File: src/rtl/dmem_pkg.sv
// rtl/dmem_pkg.sv - shared types, default widths and helpers for the data-memory responder
package dmem_pkg;

    // Default data and word-address widths; the data width matches the register file
    localparam int DMEM_DATA_W = 16;
    localparam int DMEM_ADDR_W = 8;

    // Width of the wait-state counter (supports 0..15 wait states)
    localparam int DMEM_CNT_W  = 4;

    // Responder FSM encoding
    typedef enum logic [1:0] {
        IDLE = 2'b00,
        WAIT = 2'b01,
        RESP = 2'b10
    } dmem_state_t;

    // Counter preload for a given number of wait states; zero wait states never use it
    function automatic logic [DMEM_CNT_W-1:0] dmem_wait_load(input int wait_cycles);
        if (wait_cycles > 0) begin
            return DMEM_CNT_W'(wait_cycles - 1);
        end
        return '0;
    endfunction

    // Index width needed to address DEPTH words (at least one bit)
    function automatic int dmem_idx_w(input int depth);
        if (depth > 1) begin
            return $clog2(depth);
        end
        return 1;
    endfunction

endpackage

File: src/rtl/dmem_array.sv
// rtl/dmem_array.sv - DEPTH x DATA_W storage, synchronous write, combinational read
module dmem_array #(
    parameter int DATA_W = 16,
    parameter int DEPTH  = 256,
    parameter int IDX_W  = 8
) (
    input  logic              i_clock,
    input  logic              i_we,
    input  logic [IDX_W-1:0]  i_addr,
    input  logic [DATA_W-1:0] i_wdata,
    output logic [DATA_W-1:0] o_rdata
);

    // Storage is deliberately not reset so contents survive a responder reset
    logic [DATA_W-1:0] r_mem [DEPTH];

    // Commit a write on the clock edge while the write enable is held
    always_ff @(posedge i_clock) begin
        if (i_we) begin
            r_mem[i_addr] <= i_wdata;
        end
    end

    assign o_rdata = r_mem[i_addr];

endmodule

File: src/rtl/dmem_responder.sv
// rtl/dmem_responder.sv - load/store memory responder with programmable wait states (option: DMEM_RANGE_CHECK_EN)
module dmem_responder
    import dmem_pkg::*;
#(
    parameter int DATA_W      = DMEM_DATA_W,
    parameter int ADDR_W      = DMEM_ADDR_W,
    parameter int DEPTH       = 256,
    parameter int WAIT_CYCLES = 1
) (
    input  logic              clock,
    input  logic              reset_n,
    input  logic              req,
    input  logic              we,
    input  logic [ADDR_W-1:0] addr,
    input  logic [DATA_W-1:0] wdata,
    output logic              busy,
    output logic              ack,
`ifdef DMEM_RANGE_CHECK_EN
    output logic              err,
`endif
    output logic [DATA_W-1:0] rdata
);

    localparam int                    IDX_W    = dmem_idx_w(DEPTH);
    localparam logic [DMEM_CNT_W-1:0] CNT_LOAD = dmem_wait_load(WAIT_CYCLES);

    dmem_state_t            r_state;
    dmem_state_t            w_next_state;
    logic [DMEM_CNT_W-1:0]  r_cnt;
    logic [DMEM_CNT_W-1:0]  w_cnt_next;
    logic                   w_capture;

    // Request fields frozen at capture; the initiator may change its pins afterwards
    logic                   r_we;
    logic [ADDR_W-1:0]      r_addr;
    logic [DATA_W-1:0]      r_wdata;

    logic [IDX_W-1:0]       w_idx;
    logic                   w_oor;
    logic                   w_mem_we;
    logic [DATA_W-1:0]      w_rd_word;

    // Addresses beyond the implemented depth fold back modulo DEPTH
    assign w_idx = IDX_W'(32'(r_addr) % 32'(DEPTH));

`ifdef DMEM_RANGE_CHECK_EN
    assign w_oor = (32'(r_addr) >= 32'(DEPTH));
`else
    assign w_oor = 1'b0;
`endif

    // The write lands on the edge that leaves RESP, so an abort in WAIT never writes
    assign w_mem_we = (r_state == RESP) && r_we && !w_oor;

    dmem_array #(
        .DATA_W (DATA_W),
        .DEPTH  (DEPTH),
        .IDX_W  (IDX_W)
    ) u_array (
        .i_clock (clock),
        .i_we    (w_mem_we),
        .i_addr  (w_idx),
        .i_wdata (r_wdata),
        .o_rdata (w_rd_word)
    );

    // State and wait-counter registers
    always_ff @(posedge clock or negedge reset_n) begin
        if (!reset_n) begin
            r_state <= IDLE;
            r_cnt   <= '0;
        end else begin
            r_state <= w_next_state;
            r_cnt   <= w_cnt_next;
        end
    end

    // Capture the request fields once, when an idle responder sees req
    always_ff @(posedge clock or negedge reset_n) begin
        if (!reset_n) begin
            r_we    <= 1'b0;
            r_addr  <= '0;
            r_wdata <= '0;
        end else if (w_capture) begin
            r_we    <= we;
            r_addr  <= addr;
            r_wdata <= wdata;
        end
    end

    // Next-state, counter and response outputs
    always_comb begin
        w_next_state = r_state;
        w_cnt_next   = r_cnt;
        w_capture    = 1'b0;
        busy         = 1'b0;
        ack          = 1'b0;
        rdata        = '0;
`ifdef DMEM_RANGE_CHECK_EN
        err          = 1'b0;
`endif
        unique case (r_state)
            IDLE: begin
                if (req) begin
                    w_capture = 1'b1;
                    if (WAIT_CYCLES > 0) begin
                        w_next_state = WAIT;
                        w_cnt_next   = CNT_LOAD;
                    end else begin
                        w_next_state = RESP;
                    end
                end
            end
            WAIT: begin
                busy = 1'b1;
                if (r_cnt == '0) begin
                    w_next_state = RESP;
                end else begin
                    w_cnt_next = r_cnt - 1'b1;
                end
            end
            RESP: begin
                busy         = 1'b1;
                ack          = 1'b1;
                w_next_state = IDLE;
                if (!r_we && !w_oor) begin
                    rdata = w_rd_word;
                end
`ifdef DMEM_RANGE_CHECK_EN
                err = w_oor;
`endif
            end
            default: begin
                w_next_state = IDLE;
            end
        endcase
    end

endmodule

File: config.mk
export PLATFORM = sky130hd
export DESIGN_NAME = dmem_responder
export DESIGN_NICKNAME = d
export VERILOG_FILES = /design/src/rtl/dmem_pkg.sv /design/src/rtl/dmem_array.sv /design/src/rtl/dmem_responder.sv
export SDC_FILE = /design/constraint.sdc
export NUM_CORES = 2
export LEC_CHECK = 0
export CAP_MARGIN = 10
export CORE_UTILIZATION = 40
export DETAILED_ROUTE_END_ITERATION = 8
export SLEW_MARGIN = 25
export SYNTH_ARGS = -nofsm -noshare
export SYNTH_HDL_FRONTEND = slang
export SYNTH_HIERARCHICAL = 1
export SYNTH_SLANG_ARGS = --single-unit
File: constraint.sdc
create_clock -name clock -period 5.36 [get_ports clock]
set_input_delay 0.804 -clock clock [delete_from_list [all_inputs] [get_ports clock]]
set_output_delay 0.804 -clock clock [all_outputs]
set_load 0.02 [all_outputs]
# ---- After elaboration in Yosys (flattened, before gate mapping)
# Memories as Yosys holds them, arrays and structs flattened.
# Index checks and enable logic that the tools add are counted.
dict set report totals {
  wordCells 33
  ff_bits 31
  mem_bits_rw 4096
  memories 1
  in_bits 28
  output_inout_bits 18
}
dict set report op_classes {
  addsub 1
  n_reduce_logical 7
  mux 14
  n_eq_ne 5
}
# memory depth word_bits rd rd_ports_with_merged_regs write_ports line_no
set memory_table {}
lappend memory_table {u_array.r_mem 256 16 1 0 1 dmem_array.sv:15} ;# logic [DATA_W-1:0] r_mem [DEPTH];
# cell count
set op_table {}
lappend op_table {{16-bit 2-to-1 mux} 2}
lappend op_table {{4-bit 2-to-1 mux} 2}
lappend op_table {{4-bit one-hot mux with 2 select lines} 1}
lappend op_table {{1-bit 2-to-1 mux} 6}
lappend op_table {{2-bit != test, second input constant} 3}
lappend op_table {{4-bit logical NOT} 1}
lappend op_table {{2-bit 2-to-1 mux} 2}
lappend op_table {{2-bit one-hot mux with 2 select lines} 1}
lappend op_table {{4-bit by 1-bit subtractor with 4-bit output, second input constant} 1}
lappend op_table {{3-bit AND reduction} 1}
lappend op_table {{2-bit by 1-bit == test with 1-bit output, second input constant} 1}
lappend op_table {{2-bit == test, second input constant} 1}
lappend op_table {{2-bit logical NOT} 1}
lappend op_table {{2-bit AND reduction} 1}
lappend op_table {{2-bit nonzero test} 1}
lappend op_table {{2-bit OR reduction} 1}
lappend op_table {{1-bit logical AND} 1}

# ---- Depth between registers and ports, before layout
dict set report logic_depth {
  ltp_word 4
  mapped_depth 10
}

# ---- Hierarchy
# Netlist, hierarchy kept.
# module cells_per_inst area_per_inst_um2 instances
set modules_own_cells {}
lappend modules_own_cells {dmem_array 6711 155078.7 1}
lappend modules_own_cells {dmem_responder 117 1460.2 1}

# ---- Least setup slack after synthesis
# No wires, ideal clock.
dict set report synth_timing {
  path_kind {reg-to-reg}
  from {register r_wdata[0]}
  to {memory u_array.r_mem[0][0] (data pin)}
  t_required_ns 4.557
  t_arrival_ns 3.179
  path_buffers 0
  synth_period_minus_slack_ns 3.982
  path_stages_with_launch 1
  setup_slack_ns 1.378
  setup_ns 0.803
  cell_sequence {dfrtp_1}
}
# element line_no
set synth_rtl {}
lappend synth_rtl {{from (decl)} dmem_responder.sv:36} ;# logic [DATA_W-1:0] r_wdata;
lappend synth_rtl {{from (signal assigned)} dmem_responder.sv:87} ;# r_wdata <= wdata;
lappend synth_rtl {{to (decl)} dmem_array.sv:15}
# Straight into the memory's write port.

# ---- Worst setup path after layout
dict set report layout_timing {
  from {register r_addr[1]}
  to {output port rdata[8]}
}
dict set report layout_between {
  elab_chain_cells 3
}
# element line_no
set layout_lines {}
lappend layout_lines {{from (decl)} dmem_responder.sv:35} ;# logic [ADDR_W-1:0] r_addr;
lappend layout_lines {{from (signal assigned)} dmem_responder.sv:86} ;# r_addr <= addr;
lappend layout_lines {{memory read 256 x 16 bit} --}
lappend layout_lines {{named net w_rd_word[8]} dmem_responder.sv:41} ;# logic [DATA_W-1:0] w_rd_word;
lappend layout_lines {{16-bit 2-to-1 mux} dmem_responder.sv:126} ;# if (!r_we && !w_oor) begin
lappend layout_lines {{16-bit 2-to-1 mux} dmem_responder.sv:102} ;# unique case (r_state)
lappend layout_lines {{to (decl)} dmem_responder.sv:21} ;# output logic [DATA_W-1:0] rdata
# The timed path passes the listed nets, and every way through them passes these cells.

==> out/results.ini <==
[synthesis]
yosysSeqAreaShare=0.791
synth-seq-cells=4127
synth_area_sq_um=157000
synth_fp_nets=6862
yosysUniqueCellTypes=33
yosys_warnings=6
avgSynthCellArea_sq_um=22.9
netlist_instances=6828

[floorplan]
die_w_um=628
die_area_sq_um=394000
pin_count=46
row_count=229
start_util=0.402
fp.dieH_um=628
core-area_sq_um=389000

[clock_tree]
cts_buffers=412
clk_latency_ns=0.99
cts_hold_buf=0
clockBufferDepth=4
cts.sinks=4127
cts.htree.levels=5
clockRootBuffer=clkbuf_16
cts_tree=built
clkTransAtPathRegs_ns=0.06

[setup_path]
r2r_setup_slack_ns=1.28
cp-endpoint=rdata[8]
r2r_cells=10
cpPeakStageDelay_ns=0.79
cp_data_arrival_time_ns=4.94
startpoint=r_addr[1]
reg2reg_to=u_array/r_mem[210][14]
cp_cell_sequence=buf_16, buf_16, buf_16, mux4_2, a22oi_1, a21oi_2, o41ai_4, buf_4, nand4_1, and2_4, buf_6
critical_path_class=register to output pin
r2r-start=r_addr[0]
crit_path_end_kind=output pin
path_max_fanout=29
crit_slowest_cell=o41ai_4
critPathMostFrequentCell=buf_16
critPathRequiredTime_ns=4.56
start_kind=register

[sta]
worstMarginPinSlew_ns=1.23
fmax_ghz=0.174
fin_crit_sh=1.07
slew_viol_final=0
rsz0062_at_grt=yes
hold_viol=0
min_period_ns=5.75
setup_viol=14
fin_setup_tns_ns=-2.62
finalWorstSetupSlack_ns=-0.389
max-slew-margin-rel=0.180
clock_skew_ns=0.0616

[global_route]
grt_pass1_vias=77500
grt_pass1_wl_um=591000
grt_max_degree=180
grt_overflow_total=0
antenna_found_initial=12
track_usage=0.210

[drt]
drc=0
via_per_inst=5.86
ant_nets=0
vias=77100
wl_per_cell_um=31.9
drtPass1Iterations=6
routed_wl_um=420000
drtIter0Drc=9317

[finish]
fin_nets=7632
final_cell_mix=edfxtp_1, mux4_2, buf_4
final_common_cell=edfxtp_1
syn_to_final_growth_pct=18.1
layout-drive-gt1-share=0.343

[pwr]
cellPowerDensity_nw_per_um2=563
total_power_mw=104
vdd_drop_max_mv=0.501
p_leak_nw=57.4

[min_path]
hold_path_class=input port to async pin

[status]
status=finished with violations
violations=setup timing

[place]
dp_hpwl_um=245000
portBuffers=45
place.gp.congestion=0.837

[run]
drv_cap=0

-- cell type report --
cell class,instances,area (sq um)
sequential,4127,124000
clock inverter,270,3080
fill,31200,204000
tap,5197,6500
multi-input combinational,2273,32700
antenna,17,42.5
timing repair buffer,779,8000
clock buffer,488,10700
inverter,5,18.8
-- registers in the layout (all words and copies together), names as in the netlist --
register	flops
r_addr	8
r_wdata	16
r_we	1
u_array/r_mem	4096
r_state	2
r_cnt	4
-- metrics by stage --
| stage | hold slack (ns) | instances | cell area, sq um | worst slack [ns] | util |
|---|---|---|---|---|---|
| 3_5_place_dp | 0.529 | 12300 | 168000 | -0.347 | 0.431 |
| 5_1_grt | 0.277 | 13100 | 185000 | -0.336 | 0.475 |
| 3_3_place_gp | 0.497 | 12300 | 168000 | -0.387 | 0.431 |
| 4_1_cts | 0.197 | 13100 | 184000 | -0.393 | 0.473 |
| 2_1_floorplan | 0.474 | 6828 | 157000 | 1.38 | - |
| 6_report | 0.252 | 13200 | 185000 | -0.389 | 0.475 |
-- worst max-delay path: cells and delay by family, from the launching register on --
kind	cells	cell delay [ns]
AO/OA/AOI/OAI	3	1.22
AND/OR/NAND/NOR	2	0.76
flip-flops	1	0.55
buffers and inverters	5	1.03
multiplexers	1	0.31
-- synth_stat cells --
cell | instances | area (sq um)
nand2b_1 | 7 | 43.8
nor3b_1 | 1 | 7.51
mux4_2 | 1024 | 23100
nand4_1 | 18 | 113
mux2i_1 | 1 | 10.0
buf_4 | 16 | 120
or3b_4 | 1 | 11.3
edfxtp_1 | 4096 | 123000
buf_1 | 54 | 203
nand3b_1 | 1 | 7.51
a21oi_2 | 1 | 8.76
nand3_1 | 18 | 90.1
or2_2 | 2 | 12.5
dfrtp_1 | 31 | 776
clkbuf_1 | 250 | 938
mux2_2 | 25 | 282
o221ai_1 | 1 | 8.76
or3_1 | 1 | 6.26
and2_1 | 20 | 125
nand2_1 | 33 | 124
mux2_1 | 1 | 11.3
o41ai_1 | 64 | 561
nor2b_1 | 10 | 62.6
nor2_1 | 234 | 878
nand2_2 | 1 | 6.26
nor3_1 | 31 | 155
inv_1 | 5 | 18.8
buf_6 | 25 | 282
buf_2 | 79 | 395
a21oi_1 | 257 | 1290
ha_1 | 6 | 75.1
nand4b_1 | 2 | 17.5
a22oi_1 | 512 | 3840
-- how the worst min path moves through the flow --
| stage | from | to | depth (start not counted) |
|---|---|---|---|
| finish | reset_n | r_state[0] | 2 |
| global placement | r_state[0] | r_state[0] | 1 |
| floorplan | r_addr[2] | r_addr[2] | 1 |
| global route | reset_n | r_wdata[0] | 2 |
| detailed placement | r_state[0] | r_state[0] | 1 |
| CTS | reset_n | r_state[0] | 2 |
-- kinds of logic after synthesis --
kind of cell,count (synthesis),share of synthesized area
AOI/OAI and AO/OA,835,0.0365
muxes,1051,0.149
and+or+nand+nor,380,0.0106
adders and majority gates,6,0.000480
DFF,4127,0.791
buffers and inverters,429,0.0125
-- report_power, final --
group	internal, mW	switching, mW	total (mW)
logic	12.6	20.4	33.0
registers	40.6	1.14	41.8
clock network	17.0	12.3	29.4
-- per-layer routing --
| metal | vias to the layer above | wire (um) | global-route usage |
|---|---|---|---|
| met5 | - | 23 | 0 |
| met4 | 4 | 15900 | 0.0728 |
| met3 | 641 | 33000 | 0.0385 |
| met2 | 3474 | 205000 | 0.342 |
| met1 | 42000 | 166000 | 0.286 |
| li1 | 31000 | - | - |
-- what timing repair did --
action	4_1_cts	5_1_grt
endpoints found under the hold margin	0	0
gates cloned	17	2
pin swaps	68	50
endpoints found under the setup margin	16	16
buffers inserted	51	18
resized for setup	297	58
No activity file was read; power rests on OpenSTA's default activity.
